`src/rtl/hazard_unit_v2_pkg.sv`:
```
// Shared hazard-unit definitions: FSM state encodings and the stall/flush
// vectors each state drives into the pipeline.
package hazard_pkg;

    typedef enum logic [3:0] {
        ST_RUN      = 4'd0,
        ST_EXC      = 4'd1,
        ST_EXC_WAIT = 4'd2,
        ST_MEM_WAIT = 4'd3,
        ST_MD_BUSY  = 4'd4,
        ST_MD_TAIL  = 4'd5,
        ST_LOAD_USE = 4'd6,
        ST_BR_DEP   = 4'd7,
        ST_IF_WAIT  = 4'd8
    } hz_state_t;

    // stall bits are {F,D,E,M,W}; flush bits are {D,E,M,W}
    localparam logic [4:0] STALL_NONE = 5'b00000;
    localparam logic [4:0] STALL_ALL  = 5'b11111;
    localparam logic [4:0] STALL_MEM  = 5'b11110;
    localparam logic [4:0] STALL_MD   = 5'b11100;
    localparam logic [4:0] STALL_ID   = 5'b11000;
    localparam logic [4:0] STALL_IF   = 5'b10000;

    localparam logic [3:0] FLUSH_NONE = 4'b0000;
    localparam logic [3:0] FLUSH_ALL  = 4'b1111;
    localparam logic [3:0] FLUSH_W    = 4'b0001;
    localparam logic [3:0] FLUSH_M    = 4'b0010;
    localparam logic [3:0] FLUSH_E    = 4'b0100;
    localparam logic [3:0] FLUSH_D    = 4'b1000;

    typedef struct packed {
        logic [4:0] stall;
        logic [3:0] flush;
    } hz_ctrl_t;

    function automatic hz_ctrl_t ctrl_of(input hz_state_t s);
        hz_ctrl_t c;
        c = '{stall: STALL_NONE, flush: FLUSH_NONE};
        case (s)
            ST_EXC:                  c = '{stall: STALL_NONE, flush: FLUSH_ALL};
            ST_EXC_WAIT:             c = '{stall: STALL_ALL,  flush: FLUSH_NONE};
            ST_MEM_WAIT:             c = '{stall: STALL_MEM,  flush: FLUSH_W};
            ST_MD_BUSY, ST_MD_TAIL:  c = '{stall: STALL_MD,   flush: FLUSH_M};
            ST_LOAD_USE, ST_BR_DEP:  c = '{stall: STALL_ID,   flush: FLUSH_E};
            ST_IF_WAIT:              c = '{stall: STALL_IF,   flush: FLUSH_D};
            default:                 c = '{stall: STALL_NONE, flush: FLUSH_NONE};
        endcase
        return c;
    endfunction

endpackage

```
`src/rtl/hazard_unit_v2_if.sv`:
```
// Pipeline <-> hazard unit bundle. master = pipeline side, slave = hazard unit.
interface hazard_unit_v2_if #(
    parameter int RAW   = 7,
    parameter int CNT_W = 32
);
    logic           exc_req, if_stall, mem_stall;
    logic           md_busy, md_done, branch_d;
    logic [RAW-1:0] rs_d, rt_d, rs_e, rt_e;
    logic [RAW-1:0] wreg_e, wreg_m, wreg_w;
    logic           regwr_e, regwr_m, regwr_w, memrd_e, memrd_m;

    logic [4:0]       stall;
    logic [3:0]       flush;
    logic [1:0]       fwd_a_d, fwd_b_d, fwd_a_e, fwd_b_e;
    logic [CNT_W-1:0] stall_cnt;
    logic [3:0]       state;

    modport master (
        output exc_req, if_stall, mem_stall, md_busy, md_done, branch_d,
               rs_d, rt_d, rs_e, rt_e, wreg_e, wreg_m, wreg_w,
               regwr_e, regwr_m, regwr_w, memrd_e, memrd_m,
        input  stall, flush, fwd_a_d, fwd_b_d, fwd_a_e, fwd_b_e, stall_cnt, state
    );

    modport slave (
        input  exc_req, if_stall, mem_stall, md_busy, md_done, branch_d,
               rs_d, rt_d, rs_e, rt_e, wreg_e, wreg_m, wreg_w,
               regwr_e, regwr_m, regwr_w, memrd_e, memrd_m,
        output stall, flush, fwd_a_d, fwd_b_d, fwd_a_e, fwd_b_e, stall_cnt, state
    );
endinterface

```
`src/rtl/hazard_unit_v2_fwd_sel.sv`:
```
// Bypass select for one source operand: 10 = from MEM, 01 = from WB, 00 = regfile.
module fwd_sel #(
    parameter int RAW = 7
) (
    input  logic           en_i,
    input  logic [RAW-1:0] src_i,
    input  logic           regwr_m_i,
    input  logic           memrd_m_i,
    input  logic [RAW-1:0] wreg_m_i,
    input  logic           regwr_w_i,
    input  logic [RAW-1:0] wreg_w_i,
    output logic [1:0]     fwd_o
);
    always_comb begin
        fwd_o = 2'b00;
        // register 0 is hardwired, and a load in MEM has no data yet to bypass
        if (en_i && src_i != '0) begin
            if (regwr_m_i && !memrd_m_i && wreg_m_i == src_i)
                fwd_o = 2'b10;
            else if (regwr_w_i && wreg_w_i == src_i)
                fwd_o = 2'b01;
        end
    end
endmodule

```
`src/rtl/hazard_unit_v2.sv`:
```
// Pipeline hazard controller: operand forwarding plus a prioritised stall/flush
// FSM covering exceptions, cache waits, mul/div tails and ID-stage dependencies.
module hazard_unit_v2
    import hazard_pkg::*;
#(
    parameter int RAW    = 7,
    parameter int MD_LAT = 2,
    parameter int CNT_W  = 32
) (
    input logic             clk,
    input logic             rst,
    hazard_unit_v2_if.slave hz
);
    hz_state_t        state_q, state_d;
    logic [3:0]       tail_q, tail_d, tail_avail;
    logic [CNT_W-1:0] stall_cnt_q, stall_cnt_d;
    logic             load_use, br_dep, md_stage;
    hz_ctrl_t         ctrl;

    function automatic logic [CNT_W-1:0] sat_inc(input logic [CNT_W-1:0] v);
        return (&v) ? v : v + 1'b1;
    endfunction

    function automatic logic dst_hits(input logic [RAW-1:0] w, a, b);
        return (w != '0) && (w == a || w == b);
    endfunction

    fwd_sel #(.RAW(RAW)) u_fwd_a_d (.en_i(!rst), .src_i(hz.rs_d), .regwr_m_i(hz.regwr_m),
        .memrd_m_i(hz.memrd_m), .wreg_m_i(hz.wreg_m), .regwr_w_i(hz.regwr_w),
        .wreg_w_i(hz.wreg_w), .fwd_o(hz.fwd_a_d));
    fwd_sel #(.RAW(RAW)) u_fwd_b_d (.en_i(!rst), .src_i(hz.rt_d), .regwr_m_i(hz.regwr_m),
        .memrd_m_i(hz.memrd_m), .wreg_m_i(hz.wreg_m), .regwr_w_i(hz.regwr_w),
        .wreg_w_i(hz.wreg_w), .fwd_o(hz.fwd_b_d));
    fwd_sel #(.RAW(RAW)) u_fwd_a_e (.en_i(!rst), .src_i(hz.rs_e), .regwr_m_i(hz.regwr_m),
        .memrd_m_i(hz.memrd_m), .wreg_m_i(hz.wreg_m), .regwr_w_i(hz.regwr_w),
        .wreg_w_i(hz.wreg_w), .fwd_o(hz.fwd_a_e));
    fwd_sel #(.RAW(RAW)) u_fwd_b_e (.en_i(!rst), .src_i(hz.rt_e), .regwr_m_i(hz.regwr_m),
        .memrd_m_i(hz.memrd_m), .wreg_m_i(hz.wreg_m), .regwr_w_i(hz.regwr_w),
        .wreg_w_i(hz.wreg_w), .fwd_o(hz.fwd_b_e));

    always_ff @(posedge clk) begin
        if (rst) begin
            state_q     <= ST_RUN;
            tail_q      <= '0;
            stall_cnt_q <= '0;
        end else begin
            state_q     <= state_d;
            tail_q      <= tail_d;
            stall_cnt_q <= stall_cnt_d;
        end
    end

    always_comb begin
        load_use   = hz.memrd_e && hz.regwr_e && dst_hits(hz.wreg_e, hz.rs_d, hz.rt_d);
        br_dep     = hz.branch_d &&
                     ((hz.regwr_e && dst_hits(hz.wreg_e, hz.rs_d, hz.rt_d)) ||
                      (hz.memrd_m && hz.regwr_m && dst_hits(hz.wreg_m, hz.rs_d, hz.rt_d)));
        md_stage   = (state_q == ST_MD_BUSY) || (state_q == ST_MD_TAIL);
        // leaving MD_BUSY behaves as if the counter had just been loaded with MD_LAT
        tail_avail = (state_q == ST_MD_BUSY) ? 4'(MD_LAT) : tail_q;

        state_d = ST_RUN;
        if (rst)                                         state_d = ST_RUN;
        else if (hz.exc_req && (hz.if_stall || hz.mem_stall)) state_d = ST_EXC_WAIT;
        else if (hz.exc_req)                             state_d = ST_EXC;
        else if (hz.mem_stall)                           state_d = ST_MEM_WAIT;
        else if (hz.md_busy && !hz.md_done)              state_d = ST_MD_BUSY;
        else if (md_stage && tail_avail != 4'd0)         state_d = ST_MD_TAIL;
        else if (load_use)                               state_d = ST_LOAD_USE;
        else if (br_dep)                                 state_d = ST_BR_DEP;
        else if (hz.if_stall)                            state_d = ST_IF_WAIT;

        // any state other than MD_TAIL drops the remaining tail for good
        tail_d = (state_d == ST_MD_TAIL) ? tail_avail - 4'd1 : 4'd0;
    end

    always_comb begin
        ctrl        = ctrl_of(state_d);
        stall_cnt_d = ctrl.stall[4] ? sat_inc(stall_cnt_q) : stall_cnt_q;
    end

    assign hz.stall     = ctrl.stall;
    assign hz.flush     = ctrl.flush;
    assign hz.state     = state_q;
    assign hz.stall_cnt = stall_cnt_q;

endmodule

```
`src/flat_wrapper.sv`:
```
// flat-port wrapper written by rule: the top's interface ports become plain ports
module hazard_unit_v2_flat import hazard_pkg::*;
#(
    parameter int RAW    = 7,
    parameter int MD_LAT = 2,
    parameter int CNT_W  = 32
)
  (clk, rst, hz_exc_req, hz_if_stall, hz_mem_stall, hz_md_busy, hz_md_done, hz_branch_d, hz_rs_d, hz_rt_d, hz_rs_e, hz_rt_e, hz_wreg_e, hz_wreg_m, hz_wreg_w, hz_regwr_e, hz_regwr_m, hz_regwr_w, hz_memrd_e, hz_memrd_m, hz_stall, hz_flush, hz_fwd_a_d, hz_fwd_b_d, hz_fwd_a_e, hz_fwd_b_e, hz_stall_cnt, hz_state);
  hazard_unit_v2_if #(.RAW(RAW), .CNT_W(CNT_W)) hz_i ();
  input logic clk;
  input logic rst;
  input wire logic [$bits(hz_i.exc_req)-1:0] hz_exc_req;
  input wire logic [$bits(hz_i.if_stall)-1:0] hz_if_stall;
  input wire logic [$bits(hz_i.mem_stall)-1:0] hz_mem_stall;
  input wire logic [$bits(hz_i.md_busy)-1:0] hz_md_busy;
  input wire logic [$bits(hz_i.md_done)-1:0] hz_md_done;
  input wire logic [$bits(hz_i.branch_d)-1:0] hz_branch_d;
  input wire logic [$bits(hz_i.rs_d)-1:0] hz_rs_d;
  input wire logic [$bits(hz_i.rt_d)-1:0] hz_rt_d;
  input wire logic [$bits(hz_i.rs_e)-1:0] hz_rs_e;
  input wire logic [$bits(hz_i.rt_e)-1:0] hz_rt_e;
  input wire logic [$bits(hz_i.wreg_e)-1:0] hz_wreg_e;
  input wire logic [$bits(hz_i.wreg_m)-1:0] hz_wreg_m;
  input wire logic [$bits(hz_i.wreg_w)-1:0] hz_wreg_w;
  input wire logic [$bits(hz_i.regwr_e)-1:0] hz_regwr_e;
  input wire logic [$bits(hz_i.regwr_m)-1:0] hz_regwr_m;
  input wire logic [$bits(hz_i.regwr_w)-1:0] hz_regwr_w;
  input wire logic [$bits(hz_i.memrd_e)-1:0] hz_memrd_e;
  input wire logic [$bits(hz_i.memrd_m)-1:0] hz_memrd_m;
  output wire logic [$bits(hz_i.stall)-1:0] hz_stall;
  output wire logic [$bits(hz_i.flush)-1:0] hz_flush;
  output wire logic [$bits(hz_i.fwd_a_d)-1:0] hz_fwd_a_d;
  output wire logic [$bits(hz_i.fwd_b_d)-1:0] hz_fwd_b_d;
  output wire logic [$bits(hz_i.fwd_a_e)-1:0] hz_fwd_a_e;
  output wire logic [$bits(hz_i.fwd_b_e)-1:0] hz_fwd_b_e;
  output wire logic [$bits(hz_i.stall_cnt)-1:0] hz_stall_cnt;
  output wire logic [$bits(hz_i.state)-1:0] hz_state;
  assign hz_i.exc_req = hz_exc_req;
  assign hz_i.if_stall = hz_if_stall;
  assign hz_i.mem_stall = hz_mem_stall;
  assign hz_i.md_busy = hz_md_busy;
  assign hz_i.md_done = hz_md_done;
  assign hz_i.branch_d = hz_branch_d;
  assign hz_i.rs_d = hz_rs_d;
  assign hz_i.rt_d = hz_rt_d;
  assign hz_i.rs_e = hz_rs_e;
  assign hz_i.rt_e = hz_rt_e;
  assign hz_i.wreg_e = hz_wreg_e;
  assign hz_i.wreg_m = hz_wreg_m;
  assign hz_i.wreg_w = hz_wreg_w;
  assign hz_i.regwr_e = hz_regwr_e;
  assign hz_i.regwr_m = hz_regwr_m;
  assign hz_i.regwr_w = hz_regwr_w;
  assign hz_i.memrd_e = hz_memrd_e;
  assign hz_i.memrd_m = hz_memrd_m;
  assign hz_stall = hz_i.stall;
  assign hz_flush = hz_i.flush;
  assign hz_fwd_a_d = hz_i.fwd_a_d;
  assign hz_fwd_b_d = hz_i.fwd_b_d;
  assign hz_fwd_a_e = hz_i.fwd_a_e;
  assign hz_fwd_b_e = hz_i.fwd_b_e;
  assign hz_stall_cnt = hz_i.stall_cnt;
  assign hz_state = hz_i.state;
  hazard_unit_v2 #(.RAW(RAW), .MD_LAT(MD_LAT), .CNT_W(CNT_W)) u_core (.clk(clk), .rst(rst), .hz(hz_i));
endmodule
```
`config.mk`:
```
export PLATFORM = sky130hd
export DESIGN_NAME = hazard_unit_v2_flat
export DESIGN_NICKNAME = d
export VERILOG_FILES = /design/src/rtl/hazard_unit_v2_pkg.sv /design/src/rtl/hazard_unit_v2_if.sv /design/src/rtl/hazard_unit_v2_fwd_sel.sv /design/src/rtl/hazard_unit_v2.sv /design/src/flat_wrapper.sv
export SDC_FILE = /design/constraint.sdc
export NUM_CORES = 1
export LEC_CHECK = 0
export ABC_AREA = 1
export CORE_MARGIN = 2
export CORE_UTILIZATION = 40
export CTS_CLUSTER_SIZE = 30
export DETAILED_ROUTE_END_ITERATION = 8
export HOLD_SLACK_MARGIN = 0.03
export PLACE_DENSITY = 0.77
export SLEW_MARGIN = 40
export SYNTH_ARGS = -nofsm -noshare
export SYNTH_HDL_FRONTEND = slang
export SYNTH_SLANG_ARGS = --single-unit
```
`constraint.sdc`:
```
create_clock -name clk -period 8 [get_ports clk]
set_input_delay 1.6 -clock clk [delete_from_list [all_inputs] [get_ports clk]]
set_output_delay 1.6 -clock clk [all_outputs]
set_load 0.02 [all_outputs]
```
# Yosys cells after proc, flatten, opt, wreduce, memory -nomap -nowiden
# Memories as Yosys holds them, arrays and structs flattened.
# Cells that the tools add are included.
# classes
n_addsub	2
multipliers	0
div_mod_pow	0
n_lt_le_gt_ge	0
n_eq_ne	13
n_shift	0
mux	22
bitwise	2
n_reduce_logical	42
# ops
op	n
== test 7 bit	10
nonzero test 7 bit	6
two-way mux 4 bit	10
adder 32 x 1 -> 32 bit, second input constant	1
AND reduction 32 bit	1
logical AND 1 bit	24
two-way mux 2 bit	8
== test 4 x 3 -> 1 bit, second input constant	3
logical OR 1 bit	5
two-way mux 1 bit	4
nonzero test 4 bit	1
subtractor 4 x 1 -> 4 bit, second input constant	1
zero test 1 bit	3
NOT 1 bit	2
AND reduction 2 bit	1
OR reduction 2 bit	1
# totals
register_bits	40
latchBits	0
ramBits	0
rom_bits	144
in_bits	62
out_inout_bits	53
elab_cells	85
n_memories	1
# mem_list
memory	depth	word_bits	read_ports	rd_ports_with_merged_regs	write_ports	line	rtl
(name not given)	16	9	1	0	0	hazard_unit_v2_pkg.sv:40	case (s)

# Depth between registers and ports, before layout
# Gate-level depths: netlist (run 1).
# depth
depth_word	17
mapped_depth	21
depth_no_buf	19

# Hierarchy
# From an unflattened synthesis (run 1), not the netlist that was laid out.
# hier_totals
cells_unflattened	753
hier_area_um2	4117.7
# modules_own_cells
mod	instances	cells_per_inst	area_each_um2	seq_area_each_um2
hazard_unit_v2	1	453	2836.5	800.8
fwd_sel	4	75	320.3	0.0

# Worst setup path after synthesis (run 1)
# Ideal clock, no wire load.
# synth_path
path_type	input-to-output
startpoint	input hz_wreg_m[0]
endpoint	output hz_stall[2]
arrival_ns	3.285
t_required_ns	6.400
slack_ns	3.115
stages	17
n_path_buf	1
cell_sequence	buf_2 -> xnor2_1 -> nand2_1 -> nor2_1 -> nand2_2 -> nand2_1 -> nand2_1 -> nand2_1 -> nand2_2 -> nand2_1 -> nand2_1 -> nand2_1 -> nand2_4 -> inv_1 -> ha_1 -> or2_2 -> inv_1
# synth_via
elab_chain_len	15
word_cells_on_any_way	17
classes_between	eq/ne: 2; mux: 8; reduce/logical: 6; memory: 1
# synth_rtl
item	line	rtl
from (decl)	flat_wrapper.sv:23	input wire logic [$bits(hz_i.wreg_m)-1:0] hz_wreg_m;
== test 7 bit	hazard_unit_v2.sv:25	return (w != '0) && (w == a || w == b);
logical OR 1 bit	hazard_unit_v2.sv:25	
logical AND 1 bit (*)	hazard_unit_v2.sv:25	
logical AND 1 bit (*)	hazard_unit_v2.sv:57	(hz.memrd_m && hz.regwr_m && dst_hits(hz.wreg_m, hz.rs_d, hz.rt_d)));
logical OR 1 bit (*)	hazard_unit_v2.sv:56	((hz.regwr_e && dst_hits(hz.wreg_e, hz.rs_d, hz.rt_d)) ||
logical AND 1 bit (*)	hazard_unit_v2.sv:55	br_dep = hz.branch_d &&
two-way mux 4 bit (*)	hazard_unit_v2.sv:70	else if (br_dep) state_d = ST_BR_DEP;
two-way mux 4 bit (*)	hazard_unit_v2.sv:69	else if (load_use) state_d = ST_LOAD_USE;
two-way mux 4 bit (*)	hazard_unit_v2.sv:68	else if (md_stage && tail_avail != 4'd0) state_d = ST_MD_TAIL;
two-way mux 4 bit (*)	hazard_unit_v2.sv:67	else if (hz.md_busy && !hz.md_done) state_d = ST_MD_BUSY;
two-way mux 4 bit (*)	hazard_unit_v2.sv:66	else if (hz.mem_stall) state_d = ST_MEM_WAIT;
two-way mux 4 bit (*)	hazard_unit_v2.sv:65	else if (hz.exc_req) state_d = ST_EXC;
two-way mux 4 bit (*)	hazard_unit_v2.sv:64	else if (hz.exc_req && (hz.if_stall || hz.mem_stall)) state_d = ST_EXC_WAIT;
two-way mux 4 bit (*)	hazard_unit_v2.sv:63	if (rst) state_d = ST_RUN;
memory (16 x 9 bit) (*)	n/a	
to (decl)	flat_wrapper.sv:30	output wire logic [$bits(hz_i.stall)-1:0] hz_stall;
# Mark *: on every way between the ends. The rest lies on a longest branch, timed or not.

# Worst setup path after layout (run 1)
# Same ends and word-level chain as after synthesis.

==> out/results.ini, run 1 <==
[clock_tree]
cts_root_buffer = clkbuf_8
cts_tree = yes
cts_resized = 0
cts_hold_buf = 0
clockBufferDepth = 2
clk_latency_ns = 0.30
htreeDepth = 2
clock_sinks = 40
postCtsSetupBuffers = 0
cts.clk_slew.worst_paths_ns = 0.09
cts_inserted_buffers = 5

[synth]
synth_flop_cell = dfxtp_1
syn_area_per_cell_um2 = 6.36
yosys_register_bits = 40
syn-num-nets = 649
synth_area_leaders = dfxtp_1 22%, nand2_1 13%, xor2_1 8.3%, xnor2_1 7.3%, inv_1 7.1%
synth_edf_count = 0
synth_common_cells = 128 x nand2_1, 70 x inv_1, 58 x nor2_1
yosysSeqAreaShare_pct = 21.6
synthCells = 584
ys_types = 41
synth_area_um2 = 3710
synth_most_common_cell = nand2_1
synth-async-reset-ratio_pct = 0
yosysTopAreaCell = dfxtp_1
yosysTopAreaCellShare_pct = 21.6
ys_warn_count = 0

[grt]
grt_first_pass_wirelength_mm = 19.9
grtUsageTotal_pct = 24.4
first_global_vias = 4179
overflow = 0
antenna_found_initial = 0
grt_max_degree = 37

[die]
ios = 115
fp.dieW_um = 100
fp-row-count = 35
dieArea_um2 = 10100
start_util_pct = 40.8
core-area_um2 = 9110
die_h_um = 100

[finish]
fin_nets = 752
final_area_um2 = 5010
syn2layout_area_growth_pct = 35.0
multi_input_area_um2 = 2510
fill_cells = 907
insertedDiodeCount = 0
drive_above_1_share_pct = 7.56
layout.area.seq_um2 = 801

[setup_path]
r2r_cells = 15
crit_fanout = 7
arrival_ns = 4.54
endpoint = hz_stall[2]
critPathCaptureType = primary output
cp-start-kind = input port
critical_path_class = in -> out
r2r-end = u_core.hz.stall_cnt[0]$_SDFFE_PP0P_
r2r_start = u_core.hz.state[1]$_SDFF_PP0_
setup.worst_path.start = hz_wreg_m[0]
cp_data_required_time_ns = 6.40
r2r_setup_slack_ns = 4.85

[placement]
gp_congestion = 0.956
pre_cts_ws_ns = 1.86
post_dp_cell_area_um2 = 4890
dp_hpwl_mm = 9.65
io_buffers = 114

[route]
drc_errors = 0
final_antenna_net_count = 0
top_layer = met4
dr.first_iter.drc_count = 171
wl_per_cell_um = 15.0
routed_wl_mm = 12.0
viasPerCell = 5.32
wl_met3_um = 806
dr.pass1.iters = 5
vias = 4253
wl_met1_mm = 5.19
wl_met2_mm = 5.68

[sta]
fin_worst_skew_ns = 0.00640
max_freq_mhz = 163
setup_viol = 0
rsz0062_at_grt = no
tightestPinTransition_ns = 0.730
hold_viol_final = 0
worst_slack_ns = 1.86
fin_crit_sh_pct = 76.7
finalSetupTns_ns = 0
min_period_ns = 6.14
relSlewSlack_pct = 50.1
maxSlewViolCount = 0

[min_path]
hold_class = reg -> reg

[pwr]
power.density_nw_per_um2 = 103
cellLeakagePower_nw = 2.01
vdd_drop_max_mv = 0.0888

[status]
status = finished clean

[job]
cap_violations = 0

cells in the final DEF (no fill, tap or decap), drive strengths merged, types with 18 or more instances in the layout:
master	Yosys	final
a21oi	37	37
clkdlybuf4s50	0	114
dfxtp	40	40
inv	75	76
nand2	145	145
nand3	52	52
nor2	59	59
nor3	18	18
xnor2	31	31
xor2	35	35
flip-flops by register name, summed over array words and instances (netlist names):
signal               flops
u_core.hz.state          4
u_core.tail_q            4
u_core.hz.stall_cnt     32
power by group:
part           switching (mW)  internal (mW)  leakage, nW
registers             0.00262          0.201        0.323
logic                  0.0770         0.0633         1.64
clock network          0.0797         0.0941       0.0548
metrics by stage:
stage | cells | hold WS [ns] | power [mW] | util, %
3_5_place_dp | 791 | 0.477 | 0.348 | 53.7
2_1_floorplan | 584 | 0.466 | 0.283 | -
3_3_place_gp | 791 | 0.469 | 0.346 | 53.7
5_1_grt | 799 | 0.542 | 0.543 | 55.0
6_report | 799 | 0.495 | 0.518 | 55.0
4_1_cts | 799 | 0.490 | 0.520 | 55.0
layer usage:
metal / GRT usage, % / vias up
li1: - / 2123
met1: 29.8 / 1946
met2: 42.7 / 164
met3: 5.29 / 20
met4: 8.01 / 0
met5: 0 / -
worst min path at each step:
stage	startpoint	endpoint	slack, ns	cells after the start
2_1_floorplan	u_core.tail_q[0]$_SDFF_PP0_	u_core.tail_q[0]$_SDFF_PP0_	0.47	3
5_1_grt	u_core.hz.stall_cnt[30]$_SDFFE_PP0P_	u_core.hz.stall_cnt[30]$_SDFFE_PP0P_	0.54	2
3_3_place_gp	u_core.hz.stall_cnt[31]$_SDFFE_PP0P_	u_core.hz.stall_cnt[31]$_SDFFE_PP0P_	0.47	2
4_1_cts	u_core.hz.stall_cnt[31]$_SDFFE_PP0P_	u_core.hz.stall_cnt[31]$_SDFFE_PP0P_	0.49	2
6_report	u_core.hz.stall_cnt[31]$_SDFFE_PP0P_	u_core.hz.stall_cnt[31]$_SDFFE_PP0P_	0.50	2
3_5_place_dp	u_core.hz.stall_cnt[31]$_SDFFE_PP0P_	u_core.hz.stall_cnt[31]$_SDFFE_PP0P_	0.48	2
final cells by class:
cell class / count / area share (%)
clock inverter: 3 / 0.924
inverter: 76 / 5.69
sequential: 40 / 16.0
tap: 111 / 2.77
multi-input combinational: 448 / 50.2
timing repair buffer: 116 / 23.1
clock buffer: 5 / 1.37
critical path: stages:
cell             delay, ns
clkdlybuf4s50_1       0.67
xnor2_1               0.16
nand2_1               0.07
nor2_1                0.14
nand2_1               0.10
nand2_1               0.08
nand2_1               0.05
nand2_1               0.10
nand2_2               0.06
nand3_2               0.08
nand3_2               0.16
ha_1                  0.33
or2_2                 0.29
inv_1                 0.05
clkdlybuf4s50_1       0.59
logic make-up after synthesis:
kind of cell,after synthesis,share of synthesized area [%]
compound gates,69,11.9
buf+inv,96,10.7
simple gates,310,39.2
xor+xnor,66,15.6
fa+ha+maj,3,1.01
flops,40,21.6
Note: power is estimated with default switching activity, not from simulation.
==> run 2: changes to the inputs <==
==> constraint.sdc (replaced) <==
create_clock -name clk -period 5.7 [get_ports clk]
set_input_delay 1.14 -clock clk [delete_from_list [all_inputs] [get_ports clk]]
set_output_delay 1.14 -clock clk [all_outputs]
set_load 0.02 [all_outputs]
==> run 2 against run 1 <==
Total power rose by 41%; first-iteration DRC count is 6.4% lower; hold slack better by 0.0074 ns; worst setup slack worse by 1.4 ns; clock power up 41%; critical path depth rose by 3; largest power group unchanged.
==> out/results.ini, run 2 (synthesis gave the netlist of run 1 again) <==
[grt]
grtUsageTotal_pct = 24.9  ; +0.45 points
overflow = 0  ; unchanged
grt_first_pass_wirelength_mm = 20.1  ; +1.0%
antenna_found_initial = 0  ; unchanged
first_global_vias = 4196  ; +0.41%
grt_max_degree = 36  ; -2.7%

[setup_path]
cp-start-kind = input port
arrival_ns = 4.06  ; -0.48 ns
r2r_setup_slack_ns = 2.52  ; -2.33 ns
path_delay_family = buffers and inverters
r2r-end = u_core.hz.stall_cnt[19]$_SDFFE_PP0P_
cp_data_required_time_ns = 4.56  ; -1.84 ns
path_depth = 18  ; +3
critPathCaptureType = primary output
r2r_cells = 16  ; +1
r2r_start = u_core.hz.state[1]$_SDFF_PP0_
setup.worst_path.start = hz_wreg_m[0]
critical_path_class = in -> out
worst-path-buf-inv = 4  ; +1
path_common_cell = nand2_1
cp_slowest_stage_delay_ns = 0.67  ; about the same
cp_cell_sequence = clkdlybuf4s50_1 -> xnor2_1 -> nand2_1 -> nor2_1 -> nand2_1 -> nand2_1 -> nand2_1 -> nand2_1 -> nand2_2 -> nand2_1 -> nand2_1 -> nand2_1 -> nand2_4 -> inv_1 -> ha_1 -> or2_2 -> inv_1 -> clkdlybuf4s50_1
endpoint = hz_stall[2]
cpMaxStageDelayCell = clkdlybuf4s50_1
crit_fanout = 7  ; unchanged

[route]
dr.first_iter.drc_count = 160  ; -6.4%
wl_per_cell_um = 15.5  ; +3.4%
vias = 4267  ; +0.33%
dr.pass1.iters = 5  ; unchanged
drc_errors = 0  ; unchanged
routed_wl_mm = 12.4  ; +3.6%
viasPerCell = 5.33  ; +0.20%
final_antenna_net_count = 0  ; unchanged

[sta]
setup_viol = 0  ; unchanged
maxSlewViolCount = 0  ; unchanged
hold_viol_final = 0  ; unchanged
fin_crit_sh_pct = 91.2
min_period_ns = 5.20
finalSetupTns_ns = 0  ; unchanged
rsz0062_at_grt = no
holdWs_ns = 0.503  ; +0.00742 ns
fin_worst_skew_ns = 0.0119  ; +0.00551 ns
max_freq_mhz = 192
tightestPinTransition_ns = 0.693  ; -0.0367 ns
relSlewSlack_pct = 53.6  ; +3.5 points

[clock_tree]
clockBufferDepth = 2  ; unchanged
cts_tree = yes
cts_hold_buf = 0  ; unchanged
cts_resized = 0  ; unchanged
htreeDepth = 2  ; unchanged
clock_sinks = 40  ; unchanged
cts.clk_slew.worst_paths_ns = 0.09  ; about the same
postCtsSetupBuffers = 0  ; unchanged
cts_root_buffer = clkbuf_8
cts_inserted_buffers = 5  ; unchanged
clk_latency_ns = 0.30  ; about the same

[finish]
largest_reg_flops = 32  ; unchanged
fin_nets = 753  ; +0.13%
drive_above_1_share_pct = 7.69  ; +0.13 points
layout_commonest_cell = nand2_1
insertedDiodeCount = 0  ; unchanged
post-route-util_pct = 55.1  ; +0.082 points
layout_common_cells = 128 x nand2_1, 114 x clkdlybuf4s50_1, 70 x inv_1, 58 x nor2_1, 49 x nand3_1
final_area_um2 = 5020  ; +0.15%
syn2layout_area_growth_pct = 35.2
final_cells = 800  ; +0.13%

[pwr]
cellLeakagePower_nw = 2.02  ; +0.25%
power.density_nw_per_um2 = 146  ; +41%
vdd_drop_max_mv = 0.0835  ; -6.0%

[placement]
post_dp_cell_area_um2 = 4900  ; +0.15%
dp_cells = 792  ; +0.13%
gp_congestion = 0.943  ; -1.4%
dp_hpwl_mm = 10.1  ; +4.3%
io_buffers = 114  ; unchanged

[die]
dieArea_um2 = 10100  ; unchanged
ios = 115  ; unchanged
start_util_pct = 40.8  ; unchanged
fp.dieW_um = 100  ; unchanged
fp-row-count = 35  ; unchanged
core-area_um2 = 9110  ; unchanged
die_h_um = 100  ; unchanged

[status]
status = finished clean

[min_path]
hold_class = reg -> reg

[job]
cap_violations = 0  ; unchanged

==> run 2: changes by cell type in the layout (fill, tap and decap cells not counted), sizes merged <==
cell / previous run / this run
buf: 2 / 3
==> run 2: area by class of cell <==
| class | instances | area, um2 |
|---|---|---|
| Multi-Input combinational cell | 448 | 2510 |
| Inverter | 76 | 285 |
| Timing Repair Buffer | 117 | 1160 |
| Fill cell | 899 | 4090 |
| Clock buffer | 5 | 68.8 |
| Sequential cell | 40 | 801 |
| Tap cell | 111 | 139 |
| Clock inverter | 3 | 46.3 |
==> run 2: metal layers <==
metal	vias up	share of wire [%]	wire length, um	global-route usage [%]
met4	0	2.8	349	8.75
met3	30	8.4	1040	5.01
met1	1928	40	5010	29.6
met5	-	0	0	0
li1	2118	-	-	-
met2	191	48	6020	44.3
==> run 2: stage by stage <==
step	setup WS, ns	power [mW]
3_5_place_dp	0.493	0.491
5_1_grt	0.248	0.763
4_1_cts	0.479	0.734
2_1_floorplan	1.74	0.398
3_3_place_gp	0.498	0.489
6_report	0.499	0.730
==> run 2: worst min path at each step <==
stage                                                    start                                    to  slack (ns)  cells past startpoint
after floorplan                    u_core.tail_q[0]$_SDFF_PP0_           u_core.tail_q[0]$_SDFF_PP0_        0.47                      3
after global placement    u_core.hz.stall_cnt[31]$_SDFFE_PP0P_  u_core.hz.stall_cnt[31]$_SDFFE_PP0P_        0.47                      2
after detailed placement  u_core.hz.stall_cnt[31]$_SDFFE_PP0P_  u_core.hz.stall_cnt[31]$_SDFFE_PP0P_        0.49                      2
after CTS                 u_core.hz.stall_cnt[31]$_SDFFE_PP0P_  u_core.hz.stall_cnt[31]$_SDFFE_PP0P_        0.50                      2
after global routing      u_core.hz.stall_cnt[31]$_SDFFE_PP0P_  u_core.hz.stall_cnt[31]$_SDFFE_PP0P_        0.52                      2
final                     u_core.hz.stall_cnt[31]$_SDFFE_PP0P_  u_core.hz.stall_cnt[31]$_SDFFE_PP0P_        0.50                      2
==> run 2: worst min-delay path, cell delays in order, from the launching register on <==
cell	delay [ns]
dfxtp_1	0.34
nand2_1	0.07
a21oi_1	0.05
==> run 2: where the power goes <==
group	switching [mW]	internal, mW	total [mW]
Clock	0.113	0.132	0.245
Combinational	0.109	0.0897	0.199
Sequential	0.00388	0.282	0.286
Total	0.226	0.504	0.730
==> run 3: changes to the inputs <==
--- a/config.mk
+++ b/config.mk
@@ -6,12 +6,15 @@
 export NUM_CORES = 1
 export LEC_CHECK = 0
 export ABC_AREA = 1
+export CELL_PAD_IN_SITES_DETAIL_PLACEMENT = 2
+export CELL_PAD_IN_SITES_GLOBAL_PLACEMENT = 2
 export CORE_MARGIN = 2
-export CORE_UTILIZATION = 40
+export CORE_UTILIZATION = 24
 export CTS_CLUSTER_SIZE = 30
 export DETAILED_ROUTE_END_ITERATION = 8
 export HOLD_SLACK_MARGIN = 0.03
-export PLACE_DENSITY = 0.77
+export PLACE_DENSITY = 0.87
+export SKIP_LAST_GASP = 1
 export SLEW_MARGIN = 40
 export SYNTH_ARGS = -nofsm -noshare
 export SYNTH_HDL_FRONTEND = slang
==> run 3 against run 2 <==
Via count is 2.4% higher; register-to-register slack worse by 0.10 ns; non-clock buffer count stayed put; flip-flop and latch count stayed put; total power is 5.9% higher; clock power is 14% higher; maximum frequency is 1.5% lower; final cell count is 9.5% higher; cell area is 2.4% higher; global-route usage is 5.4 points lower; critical path depth stayed put; sequential share of layout area is 0.37 points lower; largest power group unchanged.
==> out/results.ini, run 3 (synthesis gave the netlist of run 1 again) <==
[finish]
syn2layout_area_growth_pct = 38.4
post-route-util_pct = 33.9  ; -21 points
insertedDiodeCount = 0  ; unchanged
largest_reg_flops = 32  ; unchanged
layout_common_cells = 128 x nand2_1, 114 x clkdlybuf4s50_1, 70 x inv_1, 58 x nor2_1, 49 x nand3_1
layout_commonest_cell = nand2_1
multi_input_area_um2 = 2510  ; unchanged
fin_nets = 753  ; unchanged
layout.area.seq_um2 = 801  ; unchanged
fill_cells = 1793  ; +99%
drive_above_1_share_pct = 7.56  ; -0.13 points

[setup_path]
critPathCaptureType = primary output
crit_fanout = 7  ; unchanged
r2r_setup_slack_ns = 2.42  ; -0.10 ns
r2r-end = u_core.hz.stall_cnt[1]$_SDFFE_PP0P_
cp-start-kind = input port
arrival_ns = 4.14  ; +0.08 ns
r2r_start = u_core.hz.state[1]$_SDFF_PP0_
cp_data_required_time_ns = 4.56  ; about the same
critical_path_class = in -> out
r2r_cells = 17  ; +1

[grt]
first_global_vias = 4884  ; +16%
grt_first_pass_wirelength_mm = 25.7  ; +28%
grt_max_degree = 36  ; unchanged
overflow = 0  ; unchanged
grtUsageTotal_pct = 19.5  ; -5.4 points
antenna_found_initial = 0  ; unchanged

[route]
wl_per_cell_um = 17.9  ; +15%
final_antenna_net_count = 0  ; unchanged
wl_met1_mm = 6.80  ; +36%
drc_errors = 0  ; unchanged
wl_met2_mm = 8.08  ; +34%
routed_wl_mm = 15.7  ; +26%
dr.pass1.iters = 4  ; -1
viasPerCell = 4.99  ; -6.5%
top_layer = met4
vias = 4369  ; +2.4%
dr.first_iter.drc_count = 131  ; -18%
wl_met3_um = 533  ; -49%

[sta]
fin_worst_skew_ns = 0.0115  ; -0.000458 ns
setup_viol = 0  ; unchanged
max_freq_mhz = 189  ; -1.5%
finalSetupTns_ns = 0  ; unchanged
hold_viol_final = 0  ; unchanged
fin_crit_sh_pct = 92.6  ; +1.4 points
tightestPinTransition_ns = 0.705  ; +0.0115 ns
min_period_ns = 5.28  ; +0.0787 ns
relSlewSlack_pct = 52.8  ; -0.77 points
worst_slack_ns = 0.421  ; -0.0787 ns
rsz0062_at_grt = no
maxSlewViolCount = 0  ; unchanged

[min_path]
hold_class = reg -> reg
min_from = u_core.hz.stall_cnt[31]$_SDFFE_PP0P_
hold_path_depth = 2  ; unchanged
holdPathEnd = u_core.hz.stall_cnt[31]$_SDFFE_PP0P_

[pwr]
power.density_nw_per_um2 = 151  ; +3.4%
switching_share_pct = 31.2  ; +0.25 points
finalPower_mw = 0.773  ; +5.9%
p_int_mw = 0.532  ; +5.5%
p_comb_share_pct = 26.8  ; -0.5 points
cellLeakagePower_nw = 2.03  ; +0.54%
pwr-share-clk_pct = 36.2  ; +2.6 points
vdd_drop_max_mv = 0.0953  ; +14%
seqPwrFrac_pct = 37.1  ; -2.1 points
p_switching_mw = 0.241  ; +6.7%

[clock_tree]
cts_resized = 0  ; unchanged
cts.clk_slew.worst_paths_ns = 0.07  ; -0.02 ns
postCtsSetupBuffers = 0  ; unchanged
cts_inserted_buffers = 5  ; unchanged
cts_hold_buf = 0  ; unchanged
clock_sinks = 40  ; unchanged
clockBufferDepth = 2  ; unchanged
cts_tree = yes
cts_root_buffer = clkbuf_16
htreeDepth = 2  ; unchanged
clk_latency_ns = 0.29  ; about the same

[die]
fp-row-count = 45  ; +29%
dieArea_um2 = 16500  ; +64%
start_util_pct = 24.5  ; -16 points
core-area_um2 = 15100  ; +66%
die_h_um = 128  ; +28%
ios = 115  ; unchanged
fp.dieW_um = 128  ; +28%

[placement]
dp_hpwl_mm = 12.8  ; +28%
io_buffers = 114  ; unchanged
gp_congestion = 0.937  ; -0.65%
pre_cts_ws_ns = 0.438  ; -0.0553 ns

[status]
status = finished clean

[job]
cap_violations = 0  ; unchanged

-- run 3: metal layers --
metal / GRT usage (%) / up-vias
li1: - / 2119
met1: 23.9 / 2146
met2: 36.1 / 89
met3: 2.33 / 15
met4: 4.91 / 0
met5: 0 / -
-- run 3: worst max path at each step --
stage	start	end	slack, ns	depth (start not counted)
after global routing	hz_wreg_m[0]	hz_stall[2]	0.18	18
final	hz_wreg_m[0]	hz_stall[2]	0.42	18
after floorplan	hz_wreg_m[0]	hz_stall[2]	1.74	17
after CTS	hz_wreg_m[0]	hz_stall[2]	0.43	18
after global placement	hz_wreg_m[6]	hz_stall[2]	0.56	18
after detailed placement	hz_wreg_m[0]	hz_stall[2]	0.44	18
-- run 3: through the flow --
stage | std cells | hold WS, ns | instance area, um2
after floorplan | 584 | 0.466 | 3710
after global placement | 869 | 0.473 | 5000
after detailed placement | 869 | 0.482 | 5000
after CTS | 876 | 0.497 | 5140
after global routing | 876 | 0.534 | 5140
final | 876 | 0.496 | 5140
-- run 3: area by class of cell --
type | count | share of cell area, %
sequential | 40 | 15.6
clock buffer | 5 | 2.44
timing repair buffer | 117 | 22.7
tap | 188 | 4.58
clock inverter | 2 | 0.244
multi-input combinational | 448 | 48.9
inverter | 76 | 5.55
-- run 3: worst max-delay path, cell delays in order --
cell	delay [ns]
clkdlybuf4s50_1	0.70
xnor2_1	0.17
nand2_1	0.07
nor2_1	0.11
nand2_1	0.10
nand2_1	0.08
nand2_1	0.04
nand2_1	0.10
nand2_2	0.06
nand2_1	0.06
nand2_1	0.06
nand2_1	0.11
nand2_4	0.09
inv_1	0.07
ha_1	0.21
or2_2	0.29
inv_1	0.07
clkdlybuf4s50_1	0.60
-- run 3: power by group through the flow --
stage / Combinational (mW) / Sequential [mW] / Clock (mW)
3_3_place_gp: 0.199 / 0.292 / 0
3_5_place_dp: 0.208 / 0.293 / 0
2_1_floorplan: 0.103 / 0.295 / 0
5_1_grt: 0.227 / 0.287 / 0.301
6_report: 0.207 / 0.287 / 0.279
4_1_cts: 0.209 / 0.287 / 0.286
